$ cat src/rtl/step_run_controller.sv
// Run/halt/single-step sequencer: conditions three raw buttons and produces the
// datapath clock-enable plus an executed-instruction counter. reset_i is active-low.
module step_run_controller #(
    parameter int unsigned DEBOUNCE_CYCLES = 4,
    parameter logic [31:0] HALT_INSTR      = 32'hFFFF_FFFF
) (
    input  logic        clk_i,
    input  logic        reset_i,
    input  logic        run_btn_i,
    input  logic        step_btn_i,
    input  logic        halt_btn_i,
    input  logic        bp_enable_i,
    input  logic [31:0] bp_addr_i,
    input  logic [31:0] pc_i,
    input  logic [31:0] instr_i,
    output logic        cpu_en_o,
    output logic [1:0]  state_o,
    output logic        bp_hit_o,
    output logic        halt_seen_o,
    output logic [31:0] instr_count_o
);

    localparam int unsigned CNT_W = (DEBOUNCE_CYCLES < 1) ? 1 : $clog2(DEBOUNCE_CYCLES + 1);

    typedef enum logic [1:0] {
        IDLE = 2'b00,
        RUN  = 2'b01,
        STEP = 2'b10,
        HALT = 2'b11
    } state_e;

    logic [2:0]            btnRaw;
    logic [2:0]            syncA_q;
    logic [2:0]            syncB_q;
    logic [2:0]            level_q;
    logic [2:0]            levelPrev_q;
    logic [2:0][CNT_W-1:0] dbCnt_q;
    logic [2:0]            btnPulse;
    logic                  runPulse;
    logic                  stepPulse;
    logic                  haltPulse;

    state_e                state_q;
    state_e                state_d;
    logic                  bpHit_q;
    logic                  bpHit_d;
    logic                  haltSeen_q;
    logic                  haltSeen_d;
    logic                  skipBp_q;
    logic                  skipBp_d;
    logic [31:0]           instrCount_q;
    logic                  cpuEn;
    logic                  bpTerm;
    logic                  haltTerm;
    logic                  stopCond;

    assign btnRaw = {halt_btn_i, step_btn_i, run_btn_i};

    // A level is only accepted after the synchronized input has disagreed with it
    // for DEBOUNCE_CYCLES consecutive cycles; any agreement restarts the count.
    always_ff @(posedge clk_i or negedge reset_i) begin
        if (!reset_i) begin
            syncA_q     <= '0;
            syncB_q     <= '0;
            level_q     <= '0;
            levelPrev_q <= '0;
            dbCnt_q     <= '0;
        end else begin
            syncA_q     <= btnRaw;
            syncB_q     <= syncA_q;
            levelPrev_q <= level_q;
            for (int b = 0; b < 3; b++) begin
                if (dbCnt_q[b] == CNT_W'(DEBOUNCE_CYCLES)) begin
                    level_q[b] <= syncB_q[b];
                    dbCnt_q[b] <= '0;
                end else if (syncB_q[b] != level_q[b]) begin
                    dbCnt_q[b] <= dbCnt_q[b] + CNT_W'(1);
                end else begin
                    dbCnt_q[b] <= '0;
                end
            end
        end
    end

    assign btnPulse  = level_q & ~levelPrev_q;
    assign runPulse  = btnPulse[0];
    assign stepPulse = btnPulse[1];
    assign haltPulse = btnPulse[2];

    assign bpTerm   = bp_enable_i & (pc_i == bp_addr_i) & ~skipBp_q;
    assign haltTerm = (instr_i == HALT_INSTR);
    assign stopCond = bpTerm | haltTerm;

    // The enable is decoded combinationally so a matching breakpoint or halt
    // instruction is blocked in the very cycle it is presented.
    always_comb begin
        state_d    = state_q;
        bpHit_d    = bpHit_q;
        haltSeen_d = haltSeen_q;
        skipBp_d   = skipBp_q;
        cpuEn      = 1'b0;
        case (state_q)
            IDLE: begin
                if (haltPulse) begin
                    state_d = HALT;
                end else if (stepPulse) begin
                    state_d = STEP;
                end else if (runPulse) begin
                    state_d = RUN;
                end
            end
            RUN: begin
                skipBp_d = 1'b0;
                if (stopCond) begin
                    state_d    = HALT;
                    bpHit_d    = bpHit_q | bpTerm;
                    haltSeen_d = haltSeen_q | haltTerm;
                end else begin
                    cpuEn = 1'b1;
                    if (haltPulse) begin
                        state_d = HALT;
                    end
                end
            end
            STEP: begin
                cpuEn   = ~haltTerm;
                state_d = HALT;
                if (haltTerm) begin
                    haltSeen_d = 1'b1;
                end
            end
            HALT: begin
                // Resuming arms the skip so the breakpointed instruction itself executes.
                if (!haltPulse && (stepPulse || runPulse)) begin
                    bpHit_d    = 1'b0;
                    haltSeen_d = 1'b0;
                    if (stepPulse) begin
                        state_d = STEP;
                    end else begin
                        state_d  = RUN;
                        skipBp_d = 1'b1;
                    end
                end
            end
            default: begin
                state_d = IDLE;
            end
        endcase
    end

    always_ff @(posedge clk_i or negedge reset_i) begin
        if (!reset_i) begin
            state_q      <= IDLE;
            bpHit_q      <= 1'b0;
            haltSeen_q   <= 1'b0;
            skipBp_q     <= 1'b0;
            instrCount_q <= '0;
        end else begin
            state_q      <= state_d;
            bpHit_q      <= bpHit_d;
            haltSeen_q   <= haltSeen_d;
            skipBp_q     <= skipBp_d;
            instrCount_q <= instrCount_q + 32'(cpuEn);
        end
    end

    assign cpu_en_o      = cpuEn;
    assign state_o       = state_q;
    assign bp_hit_o      = bpHit_q;
    assign halt_seen_o   = haltSeen_q;
    assign instr_count_o = instrCount_q;

endmodule

$ cat config.mk
export PLATFORM = sky130hd
export DESIGN_NAME = step_run_controller
export DESIGN_NICKNAME = d
export VERILOG_FILES = /design/src/rtl/step_run_controller.sv
export SDC_FILE = /design/constraint.sdc
export NUM_CORES = 1
export LEC_CHECK = 0
export ABC_AREA = 1
export CAP_MARGIN = 15
export CORE_MARGIN = 2
export CORE_UTILIZATION = 45
export CTS_CLUSTER_DIAMETER = 30
export DETAILED_ROUTE_END_ITERATION = 8
export PLACE_DENSITY_LB_ADDON = 0.3
export SYNTH_ARGS = -nofsm -noshare
export SYNTH_HDL_FRONTEND = slang
export SYNTH_SLANG_ARGS = --single-unit
$ cat constraint.sdc
create_clock -name clk_i -period 3.2 [get_ports clk_i]
set_clock_uncertainty 0.05 [all_clocks]
set_input_delay 0.48 -clock clk_i [delete_from_list [all_inputs] [get_ports clk_i]]
set_output_delay 0.48 -clock clk_i [all_outputs]
set_load 0.005 [all_outputs]
* Word-level counts from Yosys, hierarchy flattened
Cells that the tools add are included.
** Word-level totals
- Output and inout port bits :: 37
- Flip-flop bits (word level) :: 58
** Operators by class
- Multiplexer cells :: 25
- Reduce and logical (&&, ||, !) cells :: 10
- Bitwise gates (word level) :: 9
- Equal/unequal tests :: 17
- Add/subtract/negate cells :: 4
** Operators with widths (number)
- adder 32 x 1 -> 32 bit :: 1
- == test 32 bit :: 1
- == test 32 bit (second input constant) :: 1
- 2-to-1 mux 3 bit :: 6
- 2-to-1 mux 2 bit :: 7
- adder 3 x 1 -> 3 bit (second input constant) :: 3
- == test 3 bit (second input constant) :: 3
- AND reduction 3 bit :: 3
- != test 2 bit (second input constant) :: 4
- case mux 2 bit (4 select lines) :: 1
- 2-to-1 mux 1 bit :: 7
- case mux 1 bit (2 select lines) :: 3
- == test 2 bit (second input constant) :: 2
- != test 4 bit (second input constant) :: 1
- AND reduction 4 bit :: 1
- AND 3 bit :: 1
- != test 1 bit :: 3
- != test 3 bit (second input constant) :: 1
- inverter 3 bit :: 1
- bitwise OR 1 bit :: 3
- case mux 1 bit (3 select lines) :: 1
- nonzero test 3 bit :: 1
- AND 1 bit :: 2
- == test 2 x 1 -> 1 bit (second input constant) :: 1
- other kinds (6) :: 7

* Depth between registers and ports, before layout
- Word-level depth :: 7
- Mapped depth :: 21

* Worst setup path before layout
No wires, ideal clock.
- Kind :: input to register
- Start point :: input port pc_i[29]
- End point :: register instrCount_q[30], in the netlist instr_count_o[30]
- Setup slack :: 0.383 ns
- Path buffers :: 0
- Data required time :: 3.027 ns
- Cell stages on the path :: 17
- Arrival time :: 2.643 ns
- Library setup time :: 0.123 ns
- Cells stage by stage :: inv_1 or2_2 nand3_1 nor2_1 nand3_1 nand2_1 a21boi_0 ha_1 ha_1 nand2_4 nor3_4 nand2_4 nor2_8 nand2_4 nor2_4 nand3_2 xnor2_1
** Between the ends
- Cells in the longest elaborated chain, start to end :: 7
** RTL lines
- start: declaration :: RTL line 14 : input logic [31:0] pc_i,
- == test 32 bit :: RTL line 90 : assign bpTerm = bp_enable_i & (pc_i == bp_addr_i) & ~skipBp_q;
- AND 1 bit (2 in series) :: RTL line 90
- bitwise OR 1 bit :: RTL line 92 : assign stopCond = bpTerm | haltTerm;
- 2-to-1 mux 1 bit :: RTL line 114 : if (stopCond) begin
- case mux 1 bit (2 select lines) :: RTL line 102 : case (state_q)
- named net cpu_en_o :: RTL line 16 : output logic cpu_en_o,
- adder 32 x 1 -> 32 bit :: RTL line 163 : instrCount_q <= instrCount_q + 32'(cpuEn);
- end signal: assignment :: RTL line 163
- end: declaration :: RTL line 51 : logic [31:0] instrCount_q;
The timed path passes the listed nets, and every way through them passes these cells.
A chain may end at the register's enable or synchronous reset.

* Final worst setup path
- Start point :: input port pc_i[29]
- End point :: register instrCount_q[28], in the netlist instr_count_o[28]
** Between the ends
- Cells in the longest elaborated chain, start to end :: 7
** RTL lines (RTL line)
- == test 32 bit :: 90
- AND 1 bit (2 in series) :: 90
- bitwise OR 1 bit :: 92
- 2-to-1 mux 1 bit :: 114
- case mux 1 bit (2 select lines) :: 102
- adder 32 x 1 -> 32 bit :: 163
Every way passes these cells.

==> flow_metrics.py <==
metrics = {
    "run_status": {
        "status": "complete, no violations",
    },
    "power": {
        "power.density_mw_per_mm2": 508.4,
        "vdd_ir_drop_max_uv": 318.5,
        "pwr-share-comb_pct": 35.4,
        "swShare_pct": 32.34,
        "power_uw": 2792,
        "p_switching_uw": 902.7,
        "seqPwrFrac_pct": 36.4,
        "p_leak_uw": 0.002886,
        "pwr-share-clk_pct": 28.2,
        "internal_power_uw": 1889,
    },
    "drt": {
        "wl_um": 9652,
        "route.met3.wl_um": 806,
        "drtPass1Iterations": 4,
        "drtIter0Drc": 107,
        "highest-signal-layer": "met4",
        "ant_nets": 0,
        "vias": 3505,
        "drc": 0,
        "wl_met1_um": 4060,
        "viasPerCell": 4.692,
        "dr_wl_met2_um": 4645,
        "wl_per_cell_um": 12.92,
    },
    "floorplan": {
        "start_util_pct": 46.57,
        "fp.dieArea_mm2": 0.008728,
        "fp.dieH_um": 93.43,
        "rows": 32,
        "die_x_um": 93.43,
        "num_io_pins": 139,
        "core_mm2": 0.007727,
    },
    "setup_path": {
        "path_class": "in -> reg",
        "cp_common_cell": "nor2_1",
        "slowest_stage": "clkdlybuf4s50_1",
        "cp.arrival_ps": 3000,
        "critPathBufInv": 4,
        "max_stage_delay_ps": 450,
        "cp-end-kind": "flop",
        "critPathMaxFanout": 3,
        "crit_required_ps": 3370,
        "critical_path_depth": 18,
        "path_cells": "clkdlybuf4s50_1 -> inv_1 -> or2_2 -> nand3_1 -> nor2_1 -> nand3_2 -> nand2_1 -> a21boi_1 -> buf_4 -> ha_1 -> ha_2 -> inv_1 -> nor2_1 -> nand4_1 -> nor2_1 -> nand4_1 -> nand2b_1 -> xnor2_1",
        "cpLargestDelayFamily": "simple AND/OR/NAND/NOR gates",
        "startpoint_type": "primary input",
        "reg2reg_depth": 15,
    },
    "clock_tree": {
        "htreeDepth": 3,
        "clock_sinks": 58,
        "clk_pin_slew_worst_paths_ps": 60,
        "cts_tree": "done",
        "cts_root_buf": "clkbuf_8",
        "cts_buffers": 9,
        "cts_buffer_depth": 2,
        "post_cts_buffers": 0,
        "insertion_delay_ps": 340,
    },
    "sta": {
        "fmax_ghz": 0.3529,
        "maxSlewViolCount": 0,
        "finalCritPeriodShare_pct": 88.56,
        "layout_setup_ws_ps": 366.1,
        "whs_ps": 151.5,
        "worst_pin_slew_ps": 733.4,
        "setup_tns_ps": 0,
        "fin_crit_ps": 2834,
        "setup_violations": 0,
        "slew_headroom_pct": 51.11,
        "hold_violations": 0,
        "rsz0062_at_grt": "no",
    },
    "synthesis": {
        "synthMuxAreaShare_pct": 0,
        "synthArstFlopShare_pct": 100.0,
        "synth_cell_types": 34,
        "netlist_area_mm2": 0.003598,
        "synthSimpleGateAreaFrac_pct": 31.99,
        "synth_top_family_by_area": "simple AND/OR/NAND/NOR gates",
        "synth-seq-area-share_pct": 40.33,
        "synth_top_area_cell": "dfrtp_1",
        "yosysTopAreaCellShare_pct": 40.33,
        "synth_nets": 589,
        "ys_seq_elements": 58,
        "yosysMostFrequentCell": "nand2_1",
        "yosys_warnings": 0,
        "synthTopCellsByArea": "dfrtp_1 (40%), nand2_1 (14%), inv_1 (10%)",
        "synth.cells.most_frequent": "nand2_1 (136), inv_1 (96), dfrtp_1 (58)",
        "synth_compound_area_share_pct": 3.338,
        "synth_cells": 473,
        "postSynthAreaPerCell_um2": 7.608,
        "synth_xor_area_share_pct": 9.249,
        "synth-edff-count": 0,
        "yosys.area_share.adder_pct": 4.868,
        "synth_flop_cell": "dfrtp_1",
    },
    "finish": {
        "area_delta_synth_final_pct": 52.61,
        "drive_above_1_share_pct": 9.147,
        "diodes": 0,
        "fillers": 604,
        "nets": 756,
    },
    "place": {
        "post-place-ws_ps": -64.25,
        "numPortBuffers": 138,
        "place_congestion": 0.9112,
        "dp_hpwl_um": 7640,
    },
    "global_route": {
        "grt.total_usage_pct": 23.30,
        "antenna_found_initial": 0,
        "first_global_vias": 3578,
        "grt_overflow": 0,
        "grt_max_degree": 33,
        "grt_pass1_wl_um": 15950,
    },
    "hold_path": {
        "hp-class": "in -> async",
    },
    "job": {
        "max_cap_viol_count": 0,
    },
}
## worst paths after layout
| path | from | end | slack (ps) |
|---|---|---|---|
| hold / removal | reset_i | syncA_q[0] | 150 |
| setup reg to reg | state_o[1] | instr_count_o[28] | 450 |
| hold reg to reg | syncA_q[1] | syncB_q[1] | 300 |
| min in group clk_i | syncA_q[1] | syncB_q[1] | 300 |
| max in group asynchronous | reset_i | levelPrev_q[1] | 2260 |
| setup / recovery | pc_i[29] | instr_count_o[28] | 370 |
## logic make-up after synthesis
| logic type | count (synthesis) |
|---|---|
| AOI/OAI and AO/OA | 19 |
| buffers and inverters | 98 |
| xor gates and xnor gates | 38 |
| DFF | 58 |
| adders and majority gates | 14 |
| and+or+nand+nor | 246 |
## state kept, by name, indices dropped and copies added (netlist names)
register	cells
instr_count_o	32
dbCnt_q	9
levelPrev_q	3
level_q	3
syncA_q	3
syncB_q	3
state_o	2
bp_hit_o	1
halt_seen_o	1
skipBp_q	1
## per-layer routing
metal / vias up / track usage, %
met2: 134 / 39.99
li1: 1773 / -
met4: 0 / 7.598
met3: 15 / 7.333
met5: - / 0
met1: 1583 / 27.66
## final cells by class
type                            count  area (um2)  share of cell area, %
Inverter                           97       364.1                  6.630
Sequential cell                    58        1451                  26.43
Clock buffer                       12       165.2                  3.008
Clock inverter                      4       72.57                  1.321
Tap cell                          102       127.6                  2.324
Multi-Input combinational cell    317        1789                  32.58
Timing Repair Buffer              157        1521                  27.71
## timing repair
| action | in CTS | in global routing |
|---|---|---|
| endpoints found under the setup margin | 0 | 4 |
| hold buffers | 0 | 0 |
| hold endpoints to repair | 0 | 0 |
| resized for setup | 0 | 6 |
## power by group through the flow
stage | clock, uW | combinational [uW] | sequential [uW]
2_1_floorplan | 0 | 532 | 996
6_report | 787 | 989 | 1020
3_5_place_dp | 0 | 978 | 1020
5_1_grt | 840 | 1130 | 1040
4_1_cts | 803 | 994 | 1010
3_3_place_gp | 0 | 945 | 1010
## cells in the final DEF, fill, tap and decap left out, drive strengths merged
master,netlist,layout
a21boi,3,3
a21oi,1,1
a22oi,1,1
a31oi,1,1
buf,0,20
bufinv,0,2
clkbuf,1,12
clkdlybuf4s50,0,136
clkinv,0,1
clkinvlp,0,1
dfrtp,58,58
dlymetal6s2s,0,1
ha,14,14
inv,97,97
nand2,142,142
nand2b,1,1
nand3,18,18
nand4,17,17
nor2,54,54
nor3,9,9
nor4,3,3
o21a,1,1
o21ai,8,8
o22ai,4,4
or2,2,2
xnor2,20,20
xor2,18,18
## stage by stage
step,instance area [um2],cells,utilization [%]
6_report,5492,747,71.07
3_5_place_dp,5241,731,67.83
2_1_floorplan,3598,473,-
5_1_grt,5492,747,71.07
3_3_place_gp,5241,731,67.83
4_1_cts,5479,747,70.90
(Power assumes the default switching activity.)
==> RTL edit: new RTL, same settings <==
Register the output `instr_count_o` once more; this adds one clock of latency there. The other outputs are not delayed to match.
--- a/src/rtl/step_run_controller.sv
+++ b/src/rtl/step_run_controller.sv
@@ -169,5 +169,7 @@
     assign bp_hit_o      = bpHit_q;
     assign halt_seen_o   = haltSeen_q;
-    assign instr_count_o = instrCount_q;
+    always_ff @(posedge clk_i) begin
+        instr_count_o <= instrCount_q;
+    end
 
 endmodule
Behaviour: not the same (a bounded check fails within 10 cycles, from zero or initial values and one cycle with reset_i low).
==> RTL edit against the unedited design <==
  * Total power rose by 14%
  * Synthesized area rose by 14%
  * Via count barely moved
  * Count of clock-buffer cells in the layout fell by 1
  * Setup slack got worse by 0.13 ns
  * Clock power fell by 2%
  * Sequential cell count rose by 32
  * Routed wire length fell by 1.5%
  * Synthesized cell count did not move
  * Cell area rose by 7.6%
  * Utilization fell by 3.7 points
  * Non-clock buffer count fell by 8
  * Largest power group unchanged
  * Highest routed layer unchanged
==> RTL edit: results (changes against the unedited design) <==
Status
  • Status: completed (unchanged)

Layout
  • Final nets: 749 (was 756)
  • Diodes inserted: 0 (unchanged)
  • Share of cells above drive strength 1: 0.0737 (was 0.0915)
  • Largest regs: instrCount_q x32, instr_count_o x32, dbCnt_q x9

Timing
  • Slew headroom: 0.478 (was 0.511)

Synth
  • Synth unique cells: 30 (was 34)
  • Total of warnings raised by yosys: 0 (unchanged)
  • Adder-Cell Fraction of Synth Area: 0.0427 (was 0.0487)
  • Register area share after synthesis: 0.510 (was 0.403)
  • Compound-Gate Fraction of Synth Area: 0.0326 (was 0.0334)
  • Post-synthesis cell count: 473 (unchanged)
  • XOR/XNOR Fraction of Synth Area: 0.0875 (was 0.0925)
  • Ys async rst share: 0.644 (was 1.00)
  • Post-synth top cells: nand2_1 (122), inv_1 (77), dfrtp_1 (58) (was nand2_1 (136), inv_1 (96), dfrtp_1 (58))
  • Multiplexer share of the synthesized area: 0 (unchanged)
  • Mapped Nets: 589 (unchanged)
  • Ranking of synthesized cells by area: dfrtp_1 (35%), dfxtp_1 (16%), nand2_1 (11%) (was dfrtp_1 (40%), nand2_1 (14%), inv_1 (10%))

Routing
  • Router iterations before antenna repair: 4 (unchanged)
  • Post-DR wirelength/cell: 12.7 µm (was 12.9 µm)
  • Vias per cell: 4.70 (was 4.69)
  • Post-Route WL: 9510 µm (was 9650 µm)
  • 1st-iter DRT viols: 104 (was 107)
  • Routed Antenna Nets: 0 (unchanged)

Global route
  • Antenna violations before repair: 0 (unchanged)
  • GRT Total Usage: 0.202 (was 0.233)
  • Vias in the first global route: 3570 (was 3578)
  • First-pass GRT wire length: 15900 µm (about the same)
  • Largest net degree at the start of global routing: 36 (was 33)

Setup path
  • Critical Path Fanout Max: 3 (unchanged)
  • CP peak stage delay: 0.50 ns (was 0.45 ns)
  • Worst Path Arrival: 2.44 ns (was 3.00 ns)
  • CP top delay family: buffers and inverters (was simple AND/OR/NAND/NOR gates)
  • Critical path's slowest cell: clkdlybuf4s50_1 (unchanged)

Place
  • Placed insts: 730 (was 731)
  • Number of port buffers: 138 (unchanged)
  • HPWL Detailed: 7650 µm (was 7640 µm)
  • Placed Area: 5700 µm² (was 5240 µm²)
  • Placer Congestion: 0.880 (was 0.911)

Clocking
  • Worst skew pair latency: 0.35 ns
  • Root Buffer: clkbuf_8 (unchanged)
  • CTS HTree Levels: 3 (unchanged)
  • Num CTS Buffers: 9 (unchanged)
  • Max clock buf depth: 2 (unchanged)
  • Clock slew at reported path FFs: 0.08 ns (was 0.06 ns)
  • Postcts setup bufs: 0 (unchanged)

Power
  • Leak pwr: 2.83 nW (was 2.89 nW)
  • Worst vdd ir: 0.000333 V (was 0.000319 V)

Hold path
  • Hold/Removal Path Class: input pin to async pin (unchanged)
[RTL edit: cell types whose count changed after synthesis, sizes merged, moves of 2 or more]
| cell | unedited run | this run |
|---|---|---|
| nand2 | 142 | 125 |
| xor2 | 18 | 20 |
| o21ai | 8 | 12 |
| nand3 | 18 | 16 |
| nor2 | 54 | 59 |
| inv | 97 | 77 |
| dfxtp | 0 | 32 |
| nand4 | 17 | 13 |
[RTL edit: final timing paths]
check	startpoint	endpoint	slack, ns	cells past startpoint
min in group clk_i	syncA_q[1]	syncB_q[1]	0.31	0
setup reg to reg	state_o[1]	instrCount_q[28]	0.31	15
max in group asynchronous	reset_i	dbCnt_q[6]	2.14	2
hold / removal	reset_i	instrCount_q[22]	0.15	1
hold reg to reg	syncA_q[1]	syncB_q[1]	0.31	0
setup / recovery	pc_i[11]	cpu_en_o	0.23	13
[RTL edit: repair_timing]
item                                    CTS  global route
endpoints found under the hold margin     0             0
endpoints found under the setup margin    1             7
resized for setup                         1             2
[RTL edit: through the flow]
| step | worst slack [ns] | power (mW) |
|---|---|---|
| 2_1_floorplan | 0.346 | 1.98 |
| 3_3_place_gp | -0.201 | 2.40 |
| 3_5_place_dp | -0.358 | 2.45 |
| 4_1_cts | 0.0945 | 3.23 |
| 5_1_grt | 0.00344 | 3.42 |
| 6_report | 0.232 | 3.19 |
[RTL edit: cells by family after synthesis]
kind of cell             Yosys count
AND/OR/NAND/NOR                  228
adder cells (fa/ha/maj)           14
AO/OA/AOI/OAI                     23
XOR/XNOR                          41
buffers and inverters             77
flip-flops                        90
[RTL edit: layout make-up]
type                            instances  area (µm²)
Fill cell                             698        2860
Sequential cell                        90        2090
Multi-Input combinational cell        306        1730
Timing Repair Buffer                  149        1460
Inverter                               77         289
Clock buffer                           11         141
Tap cell                              108         135
Clock inverter                          5        62.6
[RTL edit: metal layers]
layer	track usage	wire, µm	vias up
li1	-	-	1778
met1	0.226	3860	1590
met2	0.369	4750	121
met3	0.0499	707	15
met4	0.0811	187	0
met5	0	0	-
[RTL edit: report_power, final]
group	total, mW	leakage (nW)	switching, mW	internal [mW]
combinational	0.980	1.74	0.475	0.505
sequential	1.44	0.991	0.127	1.32
clock	0.771	0.0962	0.385	0.386
total	3.19	2.83	0.987	2.21
